[config.mk]
export PLATFORM = sky130hd
export DESIGN_NAME = product_writer
export DESIGN_NICKNAME = d
export VERILOG_FILES = /design/src/rtl/product_writer.sv
export SDC_FILE = /design/constraint.sdc
export NUM_CORES = 1
export LEC_CHECK = 0
export CAP_MARGIN = 20
export CORE_ASPECT_RATIO = 0.75
export CORE_MARGIN = 2
export CORE_UTILIZATION = 50
export DETAILED_ROUTE_END_ITERATION = 10
export HOLD_SLACK_MARGIN = 0.12
export PLACE_DENSITY = 0.84
export SLEW_MARGIN = 25
export SYNTH_ARGS = -nofsm -noshare
export SYNTH_HDL_FRONTEND = slang
export SYNTH_SLANG_ARGS = --single-unit
[constraint.sdc]
create_clock -name clk -period 5.1 [get_ports clk]
set_input_delay 1.275 -clock clk [delete_from_list [all_inputs] [get_ports clk]]
set_output_delay 1.275 -clock clk [all_outputs]
set_load 0.02 [all_outputs]
[src/rtl/product_writer.sv]
// product_writer: radix-2 Booth 32x32 signed multiplier that keeps its
// 65-bit partial-product word {A, Q, booth} in an external register.
module product_writer (
    input  logic        clk,
    input  logic        reset,
    input  logic        start,
    input  logic [31:0] multiplicand,
    input  logic [31:0] multiplier,
    input  logic [64:0] prod_bus,
    output logic [64:0] prod_in,
    output logic        prod_we,
    output logic        prod_oe,
    output logic        busy,
    output logic        result_ready,
    output logic [63:0] result,
    output logic        overflow
);

    typedef enum logic [1:0] {IDLE, LOAD, STEP, DONE} state_t;

    state_t      state_q, state_d;
    logic [4:0]  cnt_q, cnt_d;
    logic [31:0] m_q, m_d;
    logic [31:0] q_q, q_d;
    logic [63:0] result_q, result_d;
    logic        ovf_q, ovf_d;
    logic        ready_q, ready_d;
    logic [32:0] acc, addend, sum;

    // A and M are sign-extended to 33 bits so the sum is exact even for M = -2^31.
    always_comb begin
        acc    = {prod_bus[64], prod_bus[64:33]};
        addend = {m_q[31], m_q};
        sum    = (prod_bus[1:0] == 2'b01) ? acc + addend :
                 (prod_bus[1:0] == 2'b10) ? acc - addend : acc;
    end

    always_comb begin
        state_d  = state_q;
        cnt_d    = cnt_q;
        m_d      = m_q;
        q_d      = q_q;
        result_d = result_q;
        ovf_d    = ovf_q;
        ready_d  = 1'b0;
        unique case (state_q)
            IDLE: begin
                if (start) begin
                    m_d     = multiplicand;
                    q_d     = multiplier;
                    state_d = LOAD;
                end
            end
            LOAD: begin
                cnt_d   = 5'd0;
                state_d = STEP;
            end
            STEP: begin
                cnt_d   = cnt_q + 5'd1;
                state_d = (cnt_q == 5'd31) ? DONE : STEP;
            end
            DONE: begin
                result_d = prod_bus[64:1];
                ovf_d    = prod_bus[64:33] != {32{prod_bus[32]}};
                ready_d  = 1'b1;
                state_d  = IDLE;
            end
            default: state_d = IDLE;
        endcase
    end

    always_ff @(posedge clk or negedge reset) begin
        if (!reset) begin
            state_q  <= IDLE;
            cnt_q    <= 5'd0;
            m_q      <= 32'd0;
            q_q      <= 32'd0;
            result_q <= 64'd0;
            ovf_q    <= 1'b0;
            ready_q  <= 1'b0;
        end else begin
            state_q  <= state_d;
            cnt_q    <= cnt_d;
            m_q      <= m_d;
            q_q      <= q_d;
            result_q <= result_d;
            ovf_q    <= ovf_d;
            ready_q  <= ready_d;
        end
    end

    // Shifting {S, Q, booth} right by one and keeping 65 bits drops the old booth bit.
    assign prod_in      = (state_q == LOAD) ? {32'd0, q_q, 1'b0} :
                          (state_q == STEP) ? {sum, prod_bus[32:1]} : 65'd0;
    assign prod_we      = (state_q == LOAD) || (state_q == STEP);
    assign prod_oe      = (state_q == STEP) || (state_q == DONE);
    assign busy         = state_q != IDLE;
    assign result_ready = ready_q;
    assign result       = result_q;
    assign overflow     = ovf_q;

endmodule

==> impl_metrics.json, run 1 <==
{
  "status": "finished, violations left",
  "violations": "negative setup slack",
  "antennaDiodeCount": 0,
  "pwr-share-clk": 0.114,
  "grt_max_degree": 138,
  "vias": 11500,
  "holdPathStages": 1,
  "power.leakage_uw": 0.00709,
  "p_comb_frac": 0.706,
  "grt_first_pass_wirelength_mm": 62.9,
  "r2r-start": "state_q[0]",
  "hold_path_class": "reg2reg",
  "synth_top_area_frac": 0.339,
  "synth_edf_count": 0,
  "p_int_uw": 6250,
  "core-area_um2": 19600,
  "slew_headroom": 0.331,
  "swShare": 0.442,
  "synth-seq-cells": 137,
  "rr_worst_depth": 5,
  "startpoint_type": "input port",
  "max_freq_mhz": 191,
  "yosysMostFrequentCell": "dfrtp_1",
  "port_buffers": 265,
  "post-place-ws_ps": -1280,
  "min_period_over_period": 1.02,
  "synth_top_cell_by_area": "dfrtp_1",
  "wl_per_cell_um": 22.8,
  "rows": 44,
  "hold_end": "result[17]",
  "chipHeight_um": 127,
  "numCtsBuffers": 17,
  "ys_top_cells_by_area": "dfrtp_1 (34%), mux2_2 (14%), ha_1 (8.8%)",
  "netlist_area_um2": 10100,
  "worst_pin_slew_ps": 1000,
  "clk_latency_ps": 440,
  "path_class": "in2out",
  "irDropWorstVdd_mv": 0.441,
  "place_congestion": 0.972,
  "cellPowerDensity_nw_per_um2": 686,
  "synthCells": 1070,
  "drtPass1Iterations": 6,
  "layout_setup_ws_ps": -126,
  "cp.arrival_ps": 3950,
  "ys_async_sr_fraction": 1.00,
  "cts.path.max_buffers": 2,
  "ios": 266,
  "rsz0062_at_grt": "yes",
  "syn_nets": 1275,
  "grt_pass1_vias": 11500,
  "antenna_found_initial": 0,
  "r2r_slack_ps": 3050,
  "p_switching_uw": 4950,
  "grt_usage": 0.376,
  "min_period_ps": 5230,
  "r2r-end": "m_q[12]",
  "hpwlAfterDp_mm": 28.4,
  "power_frac_seq": 0.180,
  "final_antenna_net_count": 0,
  "final_nets": 1763,
  "syn_area_per_cell_um2": 9.44,
  "cts_sinks": 137,
  "synth_cell_types": 74,
  "drc": 0,
  "root_buffer": "clkbuf_16",
  "ys_seq_area_frac": 0.339,
  "drive_gt1_frac": 0.397,
  "cts-htree-levels": 4,
  "maxCapViolations": 0,
  "crit_fanout": 4,
  "cts_tree": "yes",
  "critPathRequiredTime_ps": 3830,
  "syn2layout_area_growth_pct": 61.7,
  "fin_util": 0.834,
  "start_util": 0.516,
  "hold_viol": 0,
  "end_kind": "primary output",
  "setup_viol": 7,
  "synth_ff_type": "dfrtp_1",
  "die_w_um": 168,
  "drt-total-wl_mm": 41.6,
  "slew_viol_final": 0,
  "grt_overflow": 0,
  "ys_top_cells_by_count": "dfrtp_1 (137), mux2_2 (129), a21oi_1 (81)",
  "dieArea_um2": 21400,
  "viasPerCell": 6.31,
  "initialDrtViolationCount": 1195,
  "yosys_warnings": 0,
  "fin_skew_ps": 10.0,
  "hp-start": "result[17]",
  "clkTransAtPathRegs_ps": 60
}
-- power groups by stage --
stage | clock [uW] | combinational [uW] | sequential, uW
3_3_place_gp | 0 | 6720 | 1950
5_1_grt | 1320 | 8310 | 2070
6_report | 1280 | 7910 | 2020
2_1_floorplan | 0 | 3410 | 2230
4_1_cts | 1280 | 7330 | 2000
3_5_place_dp | 0 | 6840 | 2000
-- cells by family after synthesis --
group                      Yosys count  share of synthesized area
AOI/OAI and AO/OA                  348                      0.248
xor gates and xnor gates             2                    0.00173
adders and majority gates           73                     0.0919
buffers and inverters              141                     0.0551
DFF                                137                      0.339
muxes                              131                      0.146
and+or+nand+nor                    238                      0.118
-- flip-flops by register name, indices dropped and copies added, names as in the netlist --
name and cells:
cnt_q 5, m_q 32, overflow 1, q_q 32, result 64, result_ready 1, state_q 2
-- routing by layer --
metal	global-route usage	share of wire
met2	0.606	0.46
met4	0.142	0.035
met1	0.497	0.41
met5	0	0
met3	0.0852	0.094
-- cells in the final DEF (no fill, tap or decap), types with 7 or more instances in the layout --
cell / n
mux2_2: 129
nor2_1: 51
a21o_1: 15
clkbuf_2: 11
inv_2: 8
o21ai_0: 44
nand2b_1: 13
buf_6: 12
nand3_1: 19
nand4_1: 8
o211ai_1: 10
clkbuf_16: 18
nand2_1: 49
a21oi_2: 21
o221ai_1: 19
o21a_1: 11
nor4_1: 9
buf_4: 277
buf_2: 8
nor2b_1: 11
a21oi_1: 59
a221o_1: 25
a211oi_1: 9
clkdlybuf4s50_1: 211
o21ai_1: 7
a211oi_2: 8
dfrtp_1: 137
a22o_1: 31
ha_4: 29
nor3_1: 22
ha_1: 36
inv_1: 58
dlygate4sd2_1: 8
o21bai_1: 10
-- stage by stage --
step	power, uW	hold WS, ps	cell area (um^2)	std cells	TNS (ps)
4_1_cts	10600	509	15900	1810	-676
3_5_place_dp	8840	495	14700	1768	-25540
5_1_grt	11700	518	16300	1823	-1110
2_1_floorplan	5650	480	10100	1070	0
6_report	11200	506	16300	1823	-453
3_3_place_gp	8670	488	14700	1768	-24590
-- area by class of cell --
class / instances / area [um^2]
tap: 253 / 317
clock buffer: 19 / 443
inverter: 69 / 264
clock inverter: 12 / 141
multi-input combinational: 792 / 7040
fill: 1159 / 3260
sequential: 137 / 3430
timing repair buffer: 541 / 4700
-- how the worst max path moves through the flow --
stage / start / endpoint / slack (ps) / cells past startpoint
floorplan: prod_bus[33] / prod_in[52] / 10 / 11
global placement: prod_bus[33] / prod_in[60] / -1260 / 13
detailed placement: prod_bus[33] / prod_in[60] / -1280 / 13
CTS: prod_bus[33] / prod_in[60] / -140 / 14
global route: prod_bus[34] / prod_in[58] / -200 / 14
finish: prod_bus[33] / prod_in[58] / -130 / 15
-- critical path, stage by stage --
cell and delay [ps]:
buf_12 110, inv_4 50, ha_4 130, fa_2 230, nor2b_4 50, o211ai_2 170, a211oi_2 130, o31ai_4 340
a2111oi_4 120, buf_4 180, buf_4 140, or4_1 470, a41o_1 240, a21oi_2 140, buf_4 170
-- repair_timing --
item,4_1_cts,5_1_grt
endpoints found under the setup margin,30,30
resized for setup,255,109
buffers inserted,14,14
hold buffers,0,0
pin swaps,60,59
hold endpoints to repair,0,0
gates cloned,0,1
(Power assumes the default switching activity.)
==> run 2: changes to the inputs <==
--- a/config.mk
+++ b/config.mk
@@ -8,10 +8,10 @@
 export CAP_MARGIN = 20
 export CORE_ASPECT_RATIO = 0.75
 export CORE_MARGIN = 2
-export CORE_UTILIZATION = 50
+export CORE_UTILIZATION = 25
 export DETAILED_ROUTE_END_ITERATION = 10
 export HOLD_SLACK_MARGIN = 0.12
-export PLACE_DENSITY = 0.84
+export PLACE_DENSITY = 0.49
 export SLEW_MARGIN = 25
 export SYNTH_ARGS = -nofsm -noshare
 export SYNTH_HDL_FRONTEND = slang
==> run 2 against run 1 <==
The flow still finishes with violations (negative setup slack). Clock-buffer cell count fell by 2. Worst setup slack worse by 160 ps. Clock skew decreased by 0.76 ps. Critical path type unchanged.
==> impl_metrics.json, run 2 (same netlist as run 1, synthesis figures left out) <==
{
  "slew_headroom": 0.483,
  "met1_usage": 0.285,
  "grt_usage": 0.201,
  "rsz0062_at_grt": "yes",
  "grt_first_pass_wirelength_mm": 64.4,
  "power.leakage_uw": 0.00718,
  "grt-busiest-layer": "met2",
  "cts_tree": "yes",
  "dp.cells": 2040,
  "core-area_um2": 39700,
  "maxCapViolations": 0,
  "critPathRequiredTime_ps": 3830,
  "largest_reg_flops": 64,
  "drive_gt1_frac": 0.419,
  "power_frac_seq": 0.175,
  "cp.arrival_ps": 4110,
  "final_nets": 1775,
  "min_period_ps": 5390,
  "wl_per_cell_um": 20.6,
  "path_depth": 14,
  "layout_commonest_cell": "buf_4",
  "end_kind": "primary output",
  "critPathMaxStageDelay_ps": 360,
  "hpwlAfterDp_mm": 32.4,
  "initialDrtViolationCount": 664,
  "p_switching_uw": 5010,
  "cts.path.max_buffers": 2,
  "worst_pin_slew_ps": 776,
  "rr_worst_depth": 5,
  "cts_sinks": 137,
  "hp-start": "result[13]",
  "clkTransAtPathRegs_ps": 70,
  "post-place-ws_ps": -1270,
  "final_cell_mix": "buf_4 (283), clkdlybuf4s50_1 (210), dfrtp_1 (137)",
  "port_buffers": 265,
  "hold_viol": 0,
  "grt_util_met3": 0.0361,
  "die_w_um": 236,
  "final_antenna_net_count": 0,
  "critPathTopFamily": "compound AO/OA/AOI/OAI gates",
  "slowest_stage": "o311a_1",
  "cp.buffers_inverters": 4,
  "numCtsBuffers": 17,
  "dieArea_um2": 42100,
  "ios": 266,
  "fin_util": 0.428,
  "antennaDiodeCount": 0,
  "hold_end": "result[13]",
  "swShare": 0.442,
  "hold_path_class": "reg2reg",
  "drc": 0,
  "drt-total-wl_mm": 43.4,
  "use_met2": 0.314,
  "finalPower_uw": 11300,
  "setup_viol": 8,
  "chipHeight_um": 178,
  "grt_overflow": 0,
  "grt_pass1_vias": 10700,
  "syn2layout_area_growth_pct": 68.2,
  "violations": "negative setup slack",
  "rows": 63,
  "cellPowerDensity_nw_per_um2": 667,
  "max_freq_mhz": 186,
  "holdPathStages": 1,
  "root_buffer": "clkbuf_16",
  "start_util": 0.254,
  "worst_path_most_repeated_cell": "buf_6",
  "clk_latency_ps": 450,
  "cts-htree-levels": 4,
  "viasPerCell": 5.11,
  "antenna_found_initial": 0,
  "min_period_over_period": 1.06,
  "hold_slack_ps": 507,
  "p_int_uw": 6330,
  "crit_fanout": 3,
  "cp_cell_sequence": "buf_12 > ha_4 > inv_2 > fa_2 > o21ba_4 > o311a_1 > nand3b_1 > and2_4 > o41a_1 > buf_6 > o31ai_4 > o221ai_2 > a21oi_2 > buf_6",
  "grt_max_degree": 68,
  "vias": 10700,
  "r2r-end": "m_q[24]",
  "status": "finished, violations left",
  "p_comb_frac": 0.709,
  "final_cell_count_no_fill": 2103,
  "irDropWorstVdd_mv": 0.244,
  "place_congestion": 0.904,
  "startpoint_type": "input port",
  "layout_setup_ws_ps": -288,
  "r2r_slack_ps": 2880,
  "fin_skew_ps": 9.29,
  "pwr-share-clk": 0.116,
  "drtPass1Iterations": 5,
  "slew_viol_final": 0,
  "path_class": "in2out",
  "r2r-start": "state_q[0]"
}
## run 2: area by class of cell
cell class	instances	area (um^2)
Clock buffer	17	425
Multi-Input combinational cell	792	7200
Fill cell	3911	22700
Tap cell	520	651
Clock inverter	15	178
Timing Repair Buffer	553	4840
Inverter	69	262
Sequential cell	137	3430
## run 2: what timing repair did
item / 4_1_cts / 5_1_grt
gates resized for setup: 281 / 109
setup endpoints to repair: 31 / 26
buffers inserted: 13 / 23
pin swaps: 56 / 71
hold buffers: 0 / 0
## run 2: how the worst max path moves through the flow
stage / start / endpoint
5_1_grt: prod_bus[33] / prod_in[52]
4_1_cts: prod_bus[33] / prod_in[52]
6_report: prod_bus[33] / prod_in[52]
3_5_place_dp: prod_bus[33] / prod_in[60]
3_3_place_gp: prod_bus[33] / prod_in[60]
2_1_floorplan: prod_bus[33] / prod_in[52]
## run 2: through the flow
step | setup TNS [ps] | area (um^2)
final | -1470 | 17000
after global routing | -2200 | 17000
after CTS | -1930 | 16500
after detailed placement | -25770 | 15100
after global placement | -25050 | 15100
after floorplan | 0 | 10100
## run 2: routing by layer
metal | wire, um | up-vias | share of wire
li1 | - | 5023 | -
met1 | 20800 | 5350 | 0.48
met2 | 19700 | 328 | 0.45
met3 | 2260 | 39 | 0.052
met4 | 735 | 0 | 0.017
met5 | 0 | - | 0
## run 2: power by group through the flow
stage	Sequential [uW]	Clock, uW	Combinational, uW
global placement	1970	0	6990
finish	1980	1320	8040
detailed placement	1990	0	7020
global route	2060	1410	8550
CTS	1990	1360	7640
floorplan	2230	0	3410
==> run 3: changes to the inputs <==
--- a/config.mk
+++ b/config.mk
@@ -11,7 +11,8 @@
 export CORE_UTILIZATION = 25
 export DETAILED_ROUTE_END_ITERATION = 10
 export HOLD_SLACK_MARGIN = 0.12
-export PLACE_DENSITY = 0.49
+export PLACE_DENSITY = 0.5
+export SETUP_SLACK_MARGIN = 0.2
 export SLEW_MARGIN = 25
 export SYNTH_ARGS = -nofsm -noshare
 export SYNTH_HDL_FRONTEND = slang
==> run 3 against run 2 <==
The run still ends with negative setup slack left. Register-to-register slack improved by 380 ps. Clock power about the same. Global-route usage increased by 0.27 points. Core utilization increased by 1.3 points. Flip-flop and latch count unchanged. Total power increased by 3.9%. Sequential power about the same. Critical path depth unchanged. Design area increased by 2.9%. Routed wire length increased by 0.57%. Via count increased by 0.37%. Non-clock buffer count unchanged. Largest power group unchanged.
==> impl_metrics.json, run 3 (same netlist as run 1, synthesis figures left out) <==
{
  "rsz0062_at_grt": "yes",
  "setup_viol": 12,
  "die_w_um": 236,
  "layout_commonest_cell": "buf_4",
  "fillers": 3878,
  "cp_cell_sequence": "buf_12 > ha_4 > inv_2 > fa_2 > o21ba_4 > o311a_1 > nand3b_1 > and2_4 > o41a_1 > buf_6 > o31ai_4 > o221ai_2 > a21oi_2 > buf_6",
  "cp.arrival_ps": 4120,
  "ios": 266,
  "fin_skew_ps": 11.3,
  "min_period_ps": 5400,
  "worst_path_most_repeated_cell": "buf_6",
  "syn2layout_area_growth_pct": 73.1,
  "path_class": "in2out",
  "vias": 10800,
  "drt-total-wl_mm": 43.7,
  "max_freq_mhz": 185,
  "cts_sinks": 137,
  "crit_fanout": 3,
  "maxCapViolations": 0,
  "start_util": 0.254,
  "violations": "negative setup slack",
  "drc": 0,
  "drtPass1Iterations": 5,
  "critPathRequiredTime_ps": 3830,
  "slowest_stage": "o311a_1",
  "port_buffers": 265,
  "r2r-end": "m_q[23]",
  "p_switching_uw": 5210,
  "cts-htree-levels": 4,
  "r2r-start": "state_q[0]",
  "numCtsBuffers": 17,
  "core-area_um2": 39700,
  "p_comb_frac": 0.719,
  "slew_viol_final": 0,
  "grt_max_degree": 90,
  "end_kind": "primary output",
  "final_cell_count_no_fill": 2105,
  "root_buffer": "clkbuf_16",
  "p_int_uw": 6560,
  "cellPowerDensity_nw_per_um2": 673,
  "startpoint_type": "input port",
  "grt_usage": 0.203,
  "slew_headroom": 0.369,
  "hold_viol": 0,
  "grt_first_pass_wirelength_mm": 65.9,
  "place_congestion": 0.897,
  "wl_per_cell_um": 20.7,
  "largest_reg_flops": 64,
  "grt_pass1_vias": 11200,
  "crit_start": "prod_bus[33]",
  "clkTransAtPathRegs_ps": 70,
  "swShare": 0.443,
  "fin_util": 0.440,
  "layout_setup_ws_ps": -297,
  "hpwlAfterDp_mm": 31.1,
  "clk_latency_ps": 450,
  "final_cell_mix": "buf_4 (253), clkdlybuf4s50_1 (205), dfrtp_1 (137)",
  "chipHeight_um": 178,
  "rows": 63,
  "cts.path.max_buffers": 2,
  "hold_path_class": "reg2reg",
  "dp.cells": 2022,
  "crit_path_end": "prod_in[52]",
  "setup_tns_ps": -1520,
  "critPathTopFamily": "compound AO/OA/AOI/OAI gates",
  "cts_tree": "yes",
  "rr_worst_depth": 4,
  "final_nets": 1776,
  "cp.buffers_inverters": 4,
  "irDropWorstVdd_mv": 0.263,
  "power_frac_seq": 0.169,
  "finalPower_uw": 11800,
  "path_depth": 14,
  "status": "finished, violations left",
  "r2r_slack_ps": 3260,
  "dieArea_um2": 42100,
  "grt_overflow": 0,
  "min_period_over_period": 1.06,
  "worst_pin_slew_ps": 947,
  "power.leakage_uw": 0.00730,
  "pwr-share-clk": 0.113,
  "viasPerCell": 5.12,
  "final_antenna_net_count": 0,
  "critPathMaxStageDelay_ps": 360,
  "initialDrtViolationCount": 600,
  "post-place-ws_ps": -1270,
  "drive_gt1_frac": 0.444,
  "antenna_found_initial": 2
}
run 3: cell types whose count changed in the layout (fill, tap and decap cells not counted), moves of 5 or more:
cell | before | now
a21oi_1 | 48 | 38
buf_12 | 4 | 9
buf_6 | 24 | 56
buf_4 | 283 | 253
a21oi_4 | 3 | 11
clkdlybuf4s50_1 | 210 | 205
buf_2 | 5 | 12
dlygate4sd2_1 | 11 | 5
run 3: power by group through the flow:
stage                     clock network, uW  registers (uW)  logic, uW
after floorplan                           0            2230       3440
after global placement                    0            1970       6930
after detailed placement                  0            1990       6950
after CTS                              1380            1990       7950
after global routing                   1410            2070       9010
final                                  1330            1990       8460
run 3: repair_timing:
action                                 in CTS  in global routing
setup endpoints to repair                  33                 29
endpoints found under the hold margin       0                  0
cloned                                      0                  1
pin swaps                                 110                 71
gates resized for setup                   436                103
setup buffers                              30                 19
hold buffers                                0                  0
run 3: routing by layer:
metal,vias up,share of wire,global-route usage
met5,-,0.00027,0
met4,2,0.026,0.0620
met2,316,0.46,0.325
li1,5006,-,-
met1,5404,0.47,0.280
met3,52,0.048,0.0379
run 3: final cells by class:
class,count,area [um^2],share of cell area
Sequential cell,137,3430,0.196
Clock inverter,14,156,0.00894
Antenna cell,1,2.50,0.000143
Timing Repair Buffer,553,5010,0.286
Inverter,69,264,0.0151
Clock buffer,18,439,0.0251
Tap cell,520,651,0.0372
Multi-Input combinational cell,793,7540,0.431
run 3: through the flow:
stage | area [um^2] | hold slack, ps
after CTS | 16900 | 511
after detailed placement | 15000 | 495
after global placement | 15000 | 489
after global routing | 17500 | 515
final | 17500 | 507
after floorplan | 10200 | 480
run 3: worst min path at each step:
stage            endpoint  depth (start not counted)       start
2_1_floorplan     q_q[31]                          1     q_q[31]
5_1_grt         result[1]                          1   result[1]
6_report       result[22]                          1  result[22]
3_3_place_gp      q_q[29]                          1     q_q[29]
3_5_place_dp    result[1]                          1   result[1]
4_1_cts         result[1]                          1   result[1]
